[src/rtl/alu_pkg.sv]
// Shared function codes and group-decode helpers for the registered ALU.
package alu_pkg;

    localparam logic [3:0] FnAdd  = 4'b0000;
    localparam logic [3:0] FnSub  = 4'b0001;
    localparam logic [3:0] FnId   = 4'b0010;
    localparam logic [3:0] FnNot  = 4'b0011;
    localparam logic [3:0] FnAnd  = 4'b0100;
    localparam logic [3:0] FnOr   = 4'b0101;
    localparam logic [3:0] FnNand = 4'b0110;
    localparam logic [3:0] FnNor  = 4'b0111;
    localparam logic [3:0] FnXor  = 4'b1000;
    localparam logic [3:0] FnXnor = 4'b1001;
    localparam logic [3:0] FnLls  = 4'b1010;
    localparam logic [3:0] FnLrs  = 4'b1011;
    localparam logic [3:0] FnAls  = 4'b1100;
    localparam logic [3:0] FnArs  = 4'b1101;
    localparam logic [3:0] FnTcp  = 4'b1110;
    localparam logic [3:0] FnZero = 4'b1111;

    function automatic logic is_addsub(input logic [3:0] fn);
        return (fn == FnAdd) || (fn == FnSub);
    endfunction

    function automatic logic is_logic(input logic [3:0] fn);
        return (fn >= FnAnd) && (fn <= FnXnor);
    endfunction

    function automatic logic is_shift(input logic [3:0] fn);
        return (fn >= FnLls) && (fn <= FnArs);
    endfunction

    // NOT lives here with ID/TCP/ZERO since it only uses A.
    function automatic logic is_misc(input logic [3:0] fn);
        return (fn == FnId) || (fn == FnNot) || (fn == FnTcp) || (fn == FnZero);
    endfunction

endpackage

[src/rtl/alu_comb_core.sv]
// Combinational ALU: four function groups, each zero outside its group, OR-merged.
module alu_comb_core
    import alu_pkg::*;
#(
    parameter int unsigned data_width = 16
) (
    input  logic [data_width-1:0] A,
    input  logic [data_width-1:0] B,
    input  logic [3:0]            FuncCode,
    output logic [data_width-1:0] result,
    output logic                  ovf
);

    logic [data_width-1:0] as_res, lg_res, sh_res, mc_res;
    logic                  as_ovf;
    logic                  sign_a, sign_b, sign_c;

    assign sign_a = A[data_width-1];
    assign sign_b = B[data_width-1];
    assign sign_c = as_res[data_width-1];

    always_comb begin
        as_res = '0;
        as_ovf = 1'b0;
        if (is_addsub(FuncCode)) begin
            if (FuncCode == FnSub) begin
                as_res = A - B;
                as_ovf = (sign_a != sign_b) && (sign_c != sign_a);
            end else begin
                as_res = A + B;
                as_ovf = (sign_a == sign_b) && (sign_c != sign_a);
            end
        end
    end

    always_comb begin
        lg_res = '0;
        if (is_logic(FuncCode)) begin
            unique case (FuncCode)
                FnAnd:   lg_res = A & B;
                FnOr:    lg_res = A | B;
                FnNand:  lg_res = ~(A & B);
                FnNor:   lg_res = ~(A | B);
                FnXor:   lg_res = A ^ B;
                FnXnor:  lg_res = ~(A ^ B);
                default: lg_res = '0;
            endcase
        end
    end

    always_comb begin
        sh_res = '0;
        if (is_shift(FuncCode)) begin
            unique case (FuncCode)
                FnLls, FnAls: sh_res = {A[data_width-2:0], 1'b0};
                FnLrs:        sh_res = {1'b0, A[data_width-1:1]};
                FnArs:        sh_res = {A[data_width-1], A[data_width-1:1]};
                default:      sh_res = '0;
            endcase
        end
    end

    // TCP deliberately raises no overflow, even for the most-negative value.
    always_comb begin
        mc_res = '0;
        if (is_misc(FuncCode)) begin
            unique case (FuncCode)
                FnId:    mc_res = A;
                FnNot:   mc_res = ~A;
                FnTcp:   mc_res = ~A + data_width'(1);
                default: mc_res = '0;
            endcase
        end
    end

    assign result = as_res | lg_res | sh_res | mc_res;
    assign ovf    = as_ovf;

endmodule

[src/rtl/registered_alu.sv]
// Execute-stage ALU: samples operands on in_valid and registers result, overflow and valid.
module registered_alu
    import alu_pkg::*;
#(
    parameter int unsigned data_width = 16
) (
    input  logic                  clk,
    input  logic                  reset,
    input  logic                  in_valid,
    input  logic [data_width-1:0] A,
    input  logic [data_width-1:0] B,
    input  logic [3:0]            FuncCode,
    output logic [data_width-1:0] C,
    output logic                  OverflowFlag,
    output logic                  out_valid
);

    logic [data_width-1:0] core_res;
    logic                  core_ovf;

    logic [data_width-1:0] c_q, c_d;
    logic                  ovf_q, ovf_d;
    logic                  valid_q, valid_d;

    alu_comb_core #(
        .data_width(data_width)
    ) u_core (
        .A       (A),
        .B       (B),
        .FuncCode(FuncCode),
        .result  (core_res),
        .ovf     (core_ovf)
    );

    // Result and flag hold across idle cycles; only out_valid drops.
    always_comb begin
        c_d     = c_q;
        ovf_d   = ovf_q;
        valid_d = in_valid;
        if (in_valid) begin
            c_d   = core_res;
            ovf_d = core_ovf;
        end
    end

    always_ff @(posedge clk or posedge reset) begin
        if (reset) begin
            c_q     <= '0;
            ovf_q   <= 1'b0;
            valid_q <= 1'b0;
        end else begin
            c_q     <= c_d;
            ovf_q   <= ovf_d;
            valid_q <= valid_d;
        end
    end

    assign C            = c_q;
    assign OverflowFlag = ovf_q;
    assign out_valid    = valid_q;

endmodule

[config.mk]
export PLATFORM = sky130hd
export DESIGN_NAME = registered_alu
export DESIGN_NICKNAME = d
export VERILOG_FILES = /design/src/rtl/alu_pkg.sv /design/src/rtl/alu_comb_core.sv /design/src/rtl/registered_alu.sv
export SDC_FILE = /design/constraint.sdc
export NUM_CORES = 1
export LEC_CHECK = 0
export ABC_AREA = 1
export CORE_AREA = 2 2 84 86
export CTS_CLUSTER_DIAMETER = 100
export DETAILED_ROUTE_END_ITERATION = 7
export DIE_AREA = 0 0 86 88
export GPL_TIMING_DRIVEN = 0
export PLACE_DENSITY = 0.85
export SLEW_MARGIN = 10
export SYNTH_ARGS = -nofsm -noshare
export SYNTH_HDL_FRONTEND = slang
export SYNTH_SLANG_ARGS = --single-unit
[constraint.sdc]
create_clock -name clk -period 1.49 [get_ports clk]
set_clock_uncertainty 0.2 [all_clocks]
set_input_delay 0.3725 -clock clk [delete_from_list [all_inputs] [get_ports clk]]
set_output_delay 0.3725 -clock clk [all_outputs]
set_load 0.005 [all_outputs]
==> results of run 1 <==
-- sequential cells by signal, summed over array words and instances, names as in the netlist --
signal	flops
out_valid	1
C	16
OverflowFlag	1
-- logic make-up (layout without fill, tap and decap cells) --
logic type / count (synthesis) / count (layout)
flip-flops: 18 / 18
AND/OR/NAND/NOR: 360 / 360
buffers and inverters: 104 / 216
XOR/XNOR: 17 / 17
adder cells (fa/ha/maj): 50 / 50
AO/OA/AOI/OAI: 137 / 137
-- where the power goes --
group / switching (mW) / internal [mW] / total [mW] / leakage, nW
logic: 1.15 / 0.818 / 1.97 / 2.55
clock network: 0.209 / 0.236 / 0.445 / 0.0288
registers: 0.0448 / 0.560 / 0.604 / 0.209
-- metal layers --
| metal | wire length [µm] | global-route usage [%] |
|---|---|---|
| met1 | 6330 | 50.8 |
| met2 | 8090 | 78.2 |
| met3 | 2280 | 9.90 |
| met4 | 1890 | 30.6 |
| met5 | 0 | 0 |
-- worst max-delay path: cells and delay by family --
kind	cells	cell delay [ns]
xor+xnor	1	0.24
fa+ha+maj	2	0.45
buf+inv	4	0.25
simple gates	12	1.20
compound gates	2	0.54
-- per-stage QoR --
step / cell area, µm² / std cells / power [mW]
after floorplan: 4080 / 686 / 1.45
after global placement: 4740 / 822 / 2.00
after global routing: 5800 / 878 / 3.15
after CTS: 5550 / 864 / 2.70
final: 5800 / 878 / 3.02
after detailed placement: 4740 / 822 / 2.04
-- area by class of cell --
| cell class | instances | share of cell area (%) |
|---|---|---|
| plain buffers | 16 | 2.74 |
| clock buffers | 4 | 0.950 |
| inverters | 88 | 6.32 |
| multi-input cells | 564 | 62.9 |
| flip-flops and latches | 18 | 7.77 |
| well taps | 80 | 1.73 |
| repair buffers | 108 | 17.6 |
-- cell usage after synthesis (2+ instances only) --
| cell type | n |
|---|---|
| dfrtp_1 | 18 |
| a21o_1 | 2 |
| buf_4 | 2 |
| nand2_1 | 190 |
| ha_1 | 49 |
| a21oi_1 | 37 |
| nor3_1 | 18 |
| o21ai_0 | 70 |
| inv_1 | 88 |
| or2_2 | 6 |
| a31oi_1 | 4 |
| o211ai_1 | 5 |
| o22ai_1 | 9 |
| nor2_1 | 83 |
| o2111ai_1 | 2 |
| nand4_1 | 13 |
| buf_2 | 8 |
| clkbuf_1 | 5 |
| nor4_1 | 2 |
| xor2_1 | 17 |
| nand3b_1 | 5 |
| nand3_1 | 41 |
| o31ai_1 | 2 |
| a41oi_1 | 3 |
-- worst paths after layout --
path,start,end,depth (start not counted)
setup / recovery,B[1],OverflowFlag$_DFFE_PP0P_,21
hold / removal,in_valid,out_valid$_DFF_PP0_,1
setup reg to reg,C[1]$_DFFE_PP0P_,C[1]$_DFFE_PP0P_,3
hold reg to reg,C[14]$_DFFE_PP0P_,C[14]$_DFFE_PP0P_,2
max in group asynchronous,reset,C[9]$_DFFE_PP0P_,2
min in group asynchronous,reset,C[5]$_DFFE_PP0P_,2
-- timing repair --
| item | in CTS | in global routing |
|---|---|---|
| endpoints found under the setup margin | 35 | 31 |
| buffers inserted | 36 | 15 |
| pin swaps | 50 | 31 |
| gates resized for setup | 215 | 46 |
| cloned | 2 | 0 |
==> reports/qor.yml, run 1 <==
status:
  run_status: "complete, but fails checks"
  violations: "design-rule violations, negative setup slack"
cts:
  clk_pin_slew_worst_paths_ns: 0.08
  cts_buffer_depth: 2
  numCtsBuffers: 3
  cts-htree-levels: 1
  root_buffer: "clkbuf_8"
  total_clock_sinks: 18
  cts_tree: "done"
  clkLatencyLatePin_ns: 0.27
  cts-hold-fix-buffers: 0
synth:
  synthesis.yosys.warnings: 0
  synth_async_sr_flop_share_pct: 100
  post-synth-top-area-cell: "nand2_1"
  synth_top_cell_area_share_pct: 18.3
  synth_top_cells_by_area: "nand2_1 (18%), ha_1 (16%), dfrtp_1 (12%), o21ai_0 (9.0%), inv_1 (8.5%)"
  synth.yosys.seq_area_share_pct: 11.5
  synth-seq-cells: 18
  syn-num-nets: 775
  synth_area_um2: 3900
  synth-compound-area-share_pct: 19.2
  synth-simple-area-share_pct: 38.5
  synth_top_family_by_area: "simple AND/OR/NAND/NOR gates"
  synth-edff-count: 0
  library_cells_used_by_synthesis: 31
  synth_xor_xnor_area_share_pct: 3.82
  share_of_synthesized_cell_area_in_full_adder_half_adder_and_majority_cells_pct: 16.2
  avgSynthCellArea_um2: 5.69
  most_instantiated_flip_flop_cell_in_the_synthesis_netlist: "dfrtp_1"
  synthesis.instances: 686
  yosys-mux-area-fraction_pct: 0
sta:
  achievable-frequency_mhz: 330
  finalHoldWorstSlack_ns: 0.173
  final_tns_setup_ns: -19.30
  tightestPinTransition_ns: 0.771
  final_period_minus_worst_setup_slack_ns: 3.03
  worst_slew_margin_rel_pct: 48.6
  setup_viol_count_final: 17
  rsz0062_at_grt: "yes"
  timing.final.max_slew_violations: 0
  final_hold_viol_count: 0
  fin_crit_share_pct: 203
  final.setup.worst_slack_ns: -1.54
min_path:
  hold_path_class: "in2reg"
global_route:
  grt_antenna_before_repair: 0
  track_usage_pct: 45.6
  grt_pass1_wl_um: 26800
  first_global_vias: 5444
  grt_max_degree: 19
  globalRouteOverflowTotal: 0
finish:
  antenna_cells: 0
  post-route-util_pct: 87.3
  layout_common_cells: "nand2_1 (156), nor2_1 (70), inv_1 (69), o21ai_0 (57), buf_4 (48)"
  multi_input_area_um2: 3650
  area_growth_syn_to_layout_pct: 48.7
  fillCellCount: 377
  fin_nets: 888
  sequential_cell_area_um2: 450
  most_common_cell_after_layout_fill_and_taps_aside: "nand2_1"
  drive_above_1_share_pct: 25.6
critical_path:
  crit_path_top_delay_cell: "o31ai_2"
  critPathLaunchType: "input port"
  critical_path_class: "in2reg"
  cp.arrival_ns: 3.05
  critical_path.endpoint_type: "flip-flop"
  path_cells: "buf_12 -> inv_12 -> ha_4 -> inv_4 -> nor2_4 -> nand4_1 -> o31ai_2 -> nand2_1 -> nor2_2 -> xor2_1 -> ha_1 -> a21o_1 -> nor2_1 -> nand2_1 -> inv_1 -> nand2_2 -> nand2_2 -> nand3_2 -> nand2_2 -> nand3_2 -> nand2_1"
  reg2reg_setup_slack_ns: 0.37
  cp_slowest_stage_delay_ns: 0.34
  worst-path-max-fanout: 3
  critical_path_required_ns: 1.50
route:
  length_of_the_first_detailed_routing_pass_in_iterations: 8
  routed_wire_length_per_instance_um: 21.2
  vias_per_cell: 6.62
  drt-total-wl_um: 18600
  routed-via-count: 5815
  remaining_drc_errors: 37
  ant_nets: 0
  drt_iter0_markers: 1154
flow_run:
  cap_violations: 0
placement:
  io_buffer_count: 56
  post-place-ws_ns: -2.40
  place_hpwl_um: 11400
  finalWeightedCongestion: 0.974
die:
  num_io_pins: 57
  floorplan.die.height_um: 88
  row_count: 30
  die_w_um: 86
  floorplan.core_area_um2: 6640
  floorplan.die_area_um2: 7570
  initial_utilization_pct: 58.7
pwr:
  max-vdd-ir-drop_v: 0.000563
  p_per_area_nw_per_um2: 521
  power.leakage_nw: 2.79
No activity file was read; power rests on OpenSTA's default activity.
==> run 2: changes to the inputs <==
==> constraint.sdc (replaced) <==
create_clock -name clk -period 3.9 [get_ports clk]
set_clock_uncertainty 0.2 [all_clocks]
set_input_delay 0.975 -clock clk [delete_from_list [all_inputs] [get_ports clk]]
set_output_delay 0.975 -clock clk [all_outputs]
set_load 0.005 [all_outputs]
==> run 2 against run 1 <==
Against the previous run: the flow now finishes without violations; wire length shrank 19%; sequential share of layout area grew 1.5 points; global-route usage decreased by 6.7 points; sequential cell count unchanged; hold slack better by 0.12 ns; clock-buffer cell count is the same; die area did not move; power is 68% lower; combinational power decreased by 71%; first-iteration DRC count shrank 52%; critical path depth fell by 2.
==> reports/qor.yml, run 2 (same netlist as run 1, synthesis figures left out) <==
global_route:
  first_global_vias: 4733
  grt_antenna_before_repair: 0
  globalRouteOverflowTotal: 0
  grt_pass1_wl_um: 23000
  track_usage_pct: 39.0
  grt_max_degree: 19
cts:
  clkLatencyLatePin_ns: 0.26
  cts_tree: "done"
  numCtsBuffers: 3
  cts-htree-levels: 1
  clk_pin_slew_worst_paths_ns: 0.07
  total_clock_sinks: 18
  root_buffer: "clkbuf_8"
  cts_buffer_depth: 2
pwr:
  power_report.internal_total_mw: 0.532
  power.combinational.fraction_pct: 59.4
  power.leakage_nw: 2.45
  power.share.clock_pct: 16.6
  power_frac_seq_pct: 24.0
  p_switching_mw: 0.421
  p_per_area_nw_per_um2: 196
  switching_share_pct: 44.2
  p_total_mw: 0.953
  max-vdd-ir-drop_v: 0.000191
route:
  drt_iter0_markers: 559
  ant_nets: 0
  remaining_drc_errors: 0
  length_of_the_first_detailed_routing_pass_in_iterations: 5
  routed_wire_length_per_instance_um: 18.1
  routed-via-count: 5236
  drt-total-wl_um: 15100
  vias_per_cell: 6.27
finish:
  fin_nets: 845
  area_growth_syn_to_layout_pct: 24.3
  fillCellCount: 607
  finish.cell_count_without_fillers: 835
  drive_above_1_share_pct: 9.01
  most_common_cell_after_layout_fill_and_taps_aside: "nand2_1"
  largest_register_ffs: 16
  antenna_cells: 0
  layout_common_cells: "nand2_1 (185), inv_1 (81), nor2_1 (75), o21ai_0 (69), ha_1 (45)"
placement:
  io_buffer_count: 56
  dp.cells: 822
  finalWeightedCongestion: 0.992
  place_hpwl_um: 11400
critical_path:
  critical_path_required_ns: 3.86
  cp.arrival_ns: 3.71
  critPathLaunchType: "input port"
  critical_path_class: "in2reg"
  critical_path.endpoint_type: "flip-flop"
  worst-path-max-fanout: 4
die:
  row_count: 30
  initial_utilization_pct: 58.7
  floorplan.die_area_um2: 7570
  die_w_um: 86
  floorplan.core_area_um2: 6640
  floorplan.die.height_um: 88
  num_io_pins: 57
sta:
  achievable-frequency_mhz: 267
  final_period_minus_worst_setup_slack_ns: 3.74
  final_tns_setup_ns: 0
  fin_crit_share_pct: 96.0
  setup_viol_count_final: 0
  worst_slew_margin_rel_pct: 53.5
  final_hold_viol_count: 0
  tightestPinTransition_ns: 0.696
  timing.final.max_slew_violations: 0
min_path:
  hold_path_class: "reg2reg"
status:
  run_status: "complete, no violations"
flow_run:
  cap_violations: 0
[run 2: power groups by stage]
stage               clock, mW  sequential (mW)  combinational, mW
finish                  0.158            0.228              0.566
global route            0.163            0.231              0.619
CTS                     0.157            0.229              0.528
detailed placement          0            0.232              0.518
global placement            0            0.230              0.503
floorplan                   0            0.233              0.298
[run 2: worst paths after layout]
check | from | to | slack, ns | depth (start not counted)
worst max-delay path | B[8] | C[15]$_DFFE_PP0P_ | 0.16 | 19
worst min-delay path | C[14]$_DFFE_PP0P_ | C[14]$_DFFE_PP0P_ | 0.29 | 2
worst max register to register | C[15]$_DFFE_PP0P_ | C[15]$_DFFE_PP0P_ | 2.84 | 3
worst min register to register | C[14]$_DFFE_PP0P_ | C[14]$_DFFE_PP0P_ | 0.29 | 2
max in group asynchronous | reset | C[10]$_DFFE_PP0P_ | 2.14 | 2
min in group asynchronous | reset | C[1]$_DFFE_PP0P_ | 0.91 | 2
[run 2: metrics by stage]
stage	util [%]	hold slack [ns]	setup slack (ns)	area, µm²
after floorplan	-	0.272	0.468	3900
after global placement	68.6	0.262	-0.511	4560
after detailed placement	68.6	0.279	-0.605	4560
after CTS	70.4	0.296	0.00136	4680
after global routing	73.0	0.332	-0.00568	4850
final	73.0	0.291	0.156	4850
[run 2: layout make-up]
class,instances,area [µm²],area share [%]
Multi-Input combinational cell,564,3190,65.8
Sequential cell,18,450,9.29
Tap cell,80,100,2.06
Inverter,88,333,6.86
Buffer,16,90.1,1.86
Clock buffer,4,55.1,1.14
Timing Repair Buffer,65,628,13.0
[run 2: what timing repair did]
item | in CTS | in global routing
endpoints found under the setup margin | 9 | 11
hold buffers | 0 | 0
pin swaps | 7 | 13
buffers inserted | 3 | 6
resized for setup | 21 | 40
[run 2: layer usage]
metal | GRT usage (%) | up-vias | wire length (µm)
met4 | 21.2 | 0 | 988
li1 | - | 2403 | -
met2 | 67.4 | 381 | 6900
met1 | 45.5 | 2354 | 5690
met3 | 7.26 | 98 | 1490
met5 | 0 | - | 0
[run 2: worst max-delay path: stages]
cell,delay [ns]
clkdlybuf4s50_1,0.48
nor2_4,0.16
inv_1,0.11
o31ai_4,0.34
nand2_2,0.16
nor2_4,0.13
xor2_2,0.22
ha_4,0.25
a21o_1,0.17
nor2_2,0.12
nand2_1,0.06
inv_1,0.05
nand2_1,0.07
inv_1,0.06
nand2_1,0.06
nand3_1,0.08
nand3_1,0.09
nand2_1,0.07
inv_1,0.04
==> run 3: changes to the inputs <==
--- a/config.mk
+++ b/config.mk
@@ -6,12 +6,14 @@
 export NUM_CORES = 1
 export LEC_CHECK = 0
 export ABC_AREA = 1
-export CORE_AREA = 2 2 84 86
+export CELL_PAD_IN_SITES_DETAIL_PLACEMENT = 1
+export CELL_PAD_IN_SITES_GLOBAL_PLACEMENT = 1
+export CORE_AREA = 2 2 101 103
 export CTS_CLUSTER_DIAMETER = 100
 export DETAILED_ROUTE_END_ITERATION = 7
-export DIE_AREA = 0 0 86 88
+export DIE_AREA = 0 0 103 105
 export GPL_TIMING_DRIVEN = 0
-export PLACE_DENSITY = 0.85
+export PLACE_DENSITY_LB_ADDON = 0.1
 export SLEW_MARGIN = 10
 export SYNTH_ARGS = -nofsm -noshare
 export SYNTH_HDL_FRONTEND = slang
==> run 3 against run 2 <==
Against the previous run: hold slack gained 0.0038 ns; combinational power grew 6.0%; design area grew 3.9%; critical path type unchanged; largest cell class unchanged; highest routed layer unchanged.
==> reports/qor.yml, run 3 (same netlist as run 1, synthesis figures left out) <==
critical_path:
  critPathTopFamily: "simple AND/OR/NAND/NOR gates"
  critical_path_class: "in2reg"
  cp.arrival_ns: 3.82
  path_cells: "clkdlybuf4s50_1 -> nor2_4 -> inv_1 -> o31ai_4 -> nand2_2 -> nor2_2 -> xor2_1 -> ha_1 -> nand2_2 -> a21oi_1 -> nor2_1 -> nand2_1 -> inv_1 -> nand2_1 -> inv_1 -> nand2_1 -> nand3_2 -> nand3_4 -> nand2_1 -> inv_1"
  reg2reg_setup_slack_ns: 2.84
  worstPathBufferInverterCount: 5
  crit_path_top_delay_cell: "clkdlybuf4s50_1"
  critPathLaunchType: "input port"
  cp_slowest_stage_delay_ns: 0.49
  critical_path.endpoint_type: "flip-flop"
  critical_path_required_ns: 3.87
  worst-path-max-fanout: 3
sta:
  achievable-frequency_mhz: 260
  fin_crit_share_pct: 98.7
  tightestPinTransition_ns: 0.760
  finalHoldWorstSlack_ns: 0.294
  final_tns_setup_ns: 0
  setup_viol_count_final: 0
  final_hold_viol_count: 0
  final.setup.worst_slack_ns: 0.0501
  final_period_minus_worst_setup_slack_ns: 3.85
  timing.final.max_slew_violations: 0
  worst_slew_margin_rel_pct: 49.3
die:
  floorplan.core_area_um2: 9640
  die_w_um: 103
  floorplan.die.height_um: 105
  initial_utilization_pct: 40.5
  num_io_pins: 57
  row_count: 36
  floorplan.die_area_um2: 10800
pwr:
  power.leakage_nw: 2.48
  max-vdd-ir-drop_v: 0.000154
  p_per_area_nw_per_um2: 197
  p_total_mw: 0.992
global_route:
  grt_antenna_before_repair: 0
  first_global_vias: 5065
  globalRouteOverflowTotal: 0
  grt_max_degree: 19
  track_usage_pct: 31.9
  grt_pass1_wl_um: 26500
min_path:
  hold_path_class: "reg2reg"
placement:
  finalWeightedCongestion: 0.952
  dp.cells: 875
  io_buffer_count: 56
  place_hpwl_um: 13800
  post-place-ws_ns: -0.788
cts:
  total_clock_sinks: 18
  clk_pin_slew_worst_paths_ns: 0.07
  root_buffer: "clkbuf_8"
  cts_buffer_depth: 2
  cts-htree-levels: 1
  cts_tree: "done"
  clkLatencyLatePin_ns: 0.27
  numCtsBuffers: 3
finish:
  most_common_cell_after_layout_fill_and_taps_aside: "nand2_1"
  layout_common_cells: "nand2_1 (183), inv_1 (81), nor2_1 (75), o21ai_0 (68), clkdlybuf4s50_1 (44)"
  finish.cell_count_without_fillers: 895
  drive_above_1_share_pct: 10.6
  area_growth_syn_to_layout_pct: 29.2
  largest_register_ffs: 16
  fillCellCount: 1400
  fin_nets: 852
  antenna_cells: 0
route:
  routed_wire_length_per_instance_um: 19.7
  remaining_drc_errors: 0
  routed-via-count: 5064
  drt-total-wl_um: 17600
  vias_per_cell: 5.66
  length_of_the_first_detailed_routing_pass_in_iterations: 5
  drt_iter0_markers: 314
  ant_nets: 0
status:
  run_status: "complete, no violations"
flow_run:
  cap_violations: 0
-- run 3: through the flow --
stage	util, %	area (µm²)
5_1_grt	52.3	5040
2_1_floorplan	-	3900
6_report	52.3	5040
4_1_cts	50.6	4880
3_5_place_dp	48.0	4630
3_3_place_gp	48.0	4630
-- run 3: where the power goes --
part | total [mW] | internal, mW | switching (mW) | leakage (nW)
clock | 0.162 | 0.0902 | 0.0722 | 0.0288
combinational | 0.600 | 0.241 | 0.359 | 2.25
sequential | 0.229 | 0.214 | 0.0151 | 0.209
total | 0.992 | 0.545 | 0.446 | 2.48
-- run 3: cell type report --
class | count | area [µm²] | share of cell area (%)
Sequential cell | 18 | 450 | 8.94
Buffer | 16 | 93.8 | 1.86
Timing Repair Buffer | 72 | 684 | 13.6
Multi-Input combinational cell | 564 | 3260 | 64.7
Inverter | 88 | 330 | 6.56
Clock buffer | 4 | 55.1 | 1.09
Tap cell | 133 | 166 | 3.30
-- run 3: routing by layer --
| layer | GRT usage, % | wire length (µm) |
|---|---|---|
| met5 | 0 | 0 |
| met4 | 12.3 | 599 |
| met3 | 2.81 | 876 |
| met2 | 56.1 | 8770 |
| met1 | 39.5 | 7400 |
-- run 3: worst min-delay path, stage by stage, from the launching register on --
cell     delay [ns]
dfrtp_1        0.35
nand2_1        0.06
nand2_1        0.06
-- run 3: worst paths after layout --
check,depth (start not counted),to,start
max,20,C[15]$_DFFE_PP0P_,B[8]
min,2,C[12]$_DFFE_PP0P_,C[12]$_DFFE_PP0P_
max reg2reg,2,C[0]$_DFFE_PP0P_,C[0]$_DFFE_PP0P_
min reg2reg,2,C[12]$_DFFE_PP0P_,C[12]$_DFFE_PP0P_
max in group asynchronous,2,C[7]$_DFFE_PP0P_,reset
min in group asynchronous,2,C[1]$_DFFE_PP0P_,reset
-- run 3: repair_timing --
| action | in CTS | in global routing |
|---|---|---|
| resized for setup | 37 | 33 |
| gates cloned | 0 | 0 |
| pin swaps | 16 | 16 |
| setup endpoints to repair | 11 | 10 |
| buffers inserted | 10 | 6 |
| hold buffers | 0 | 0 |
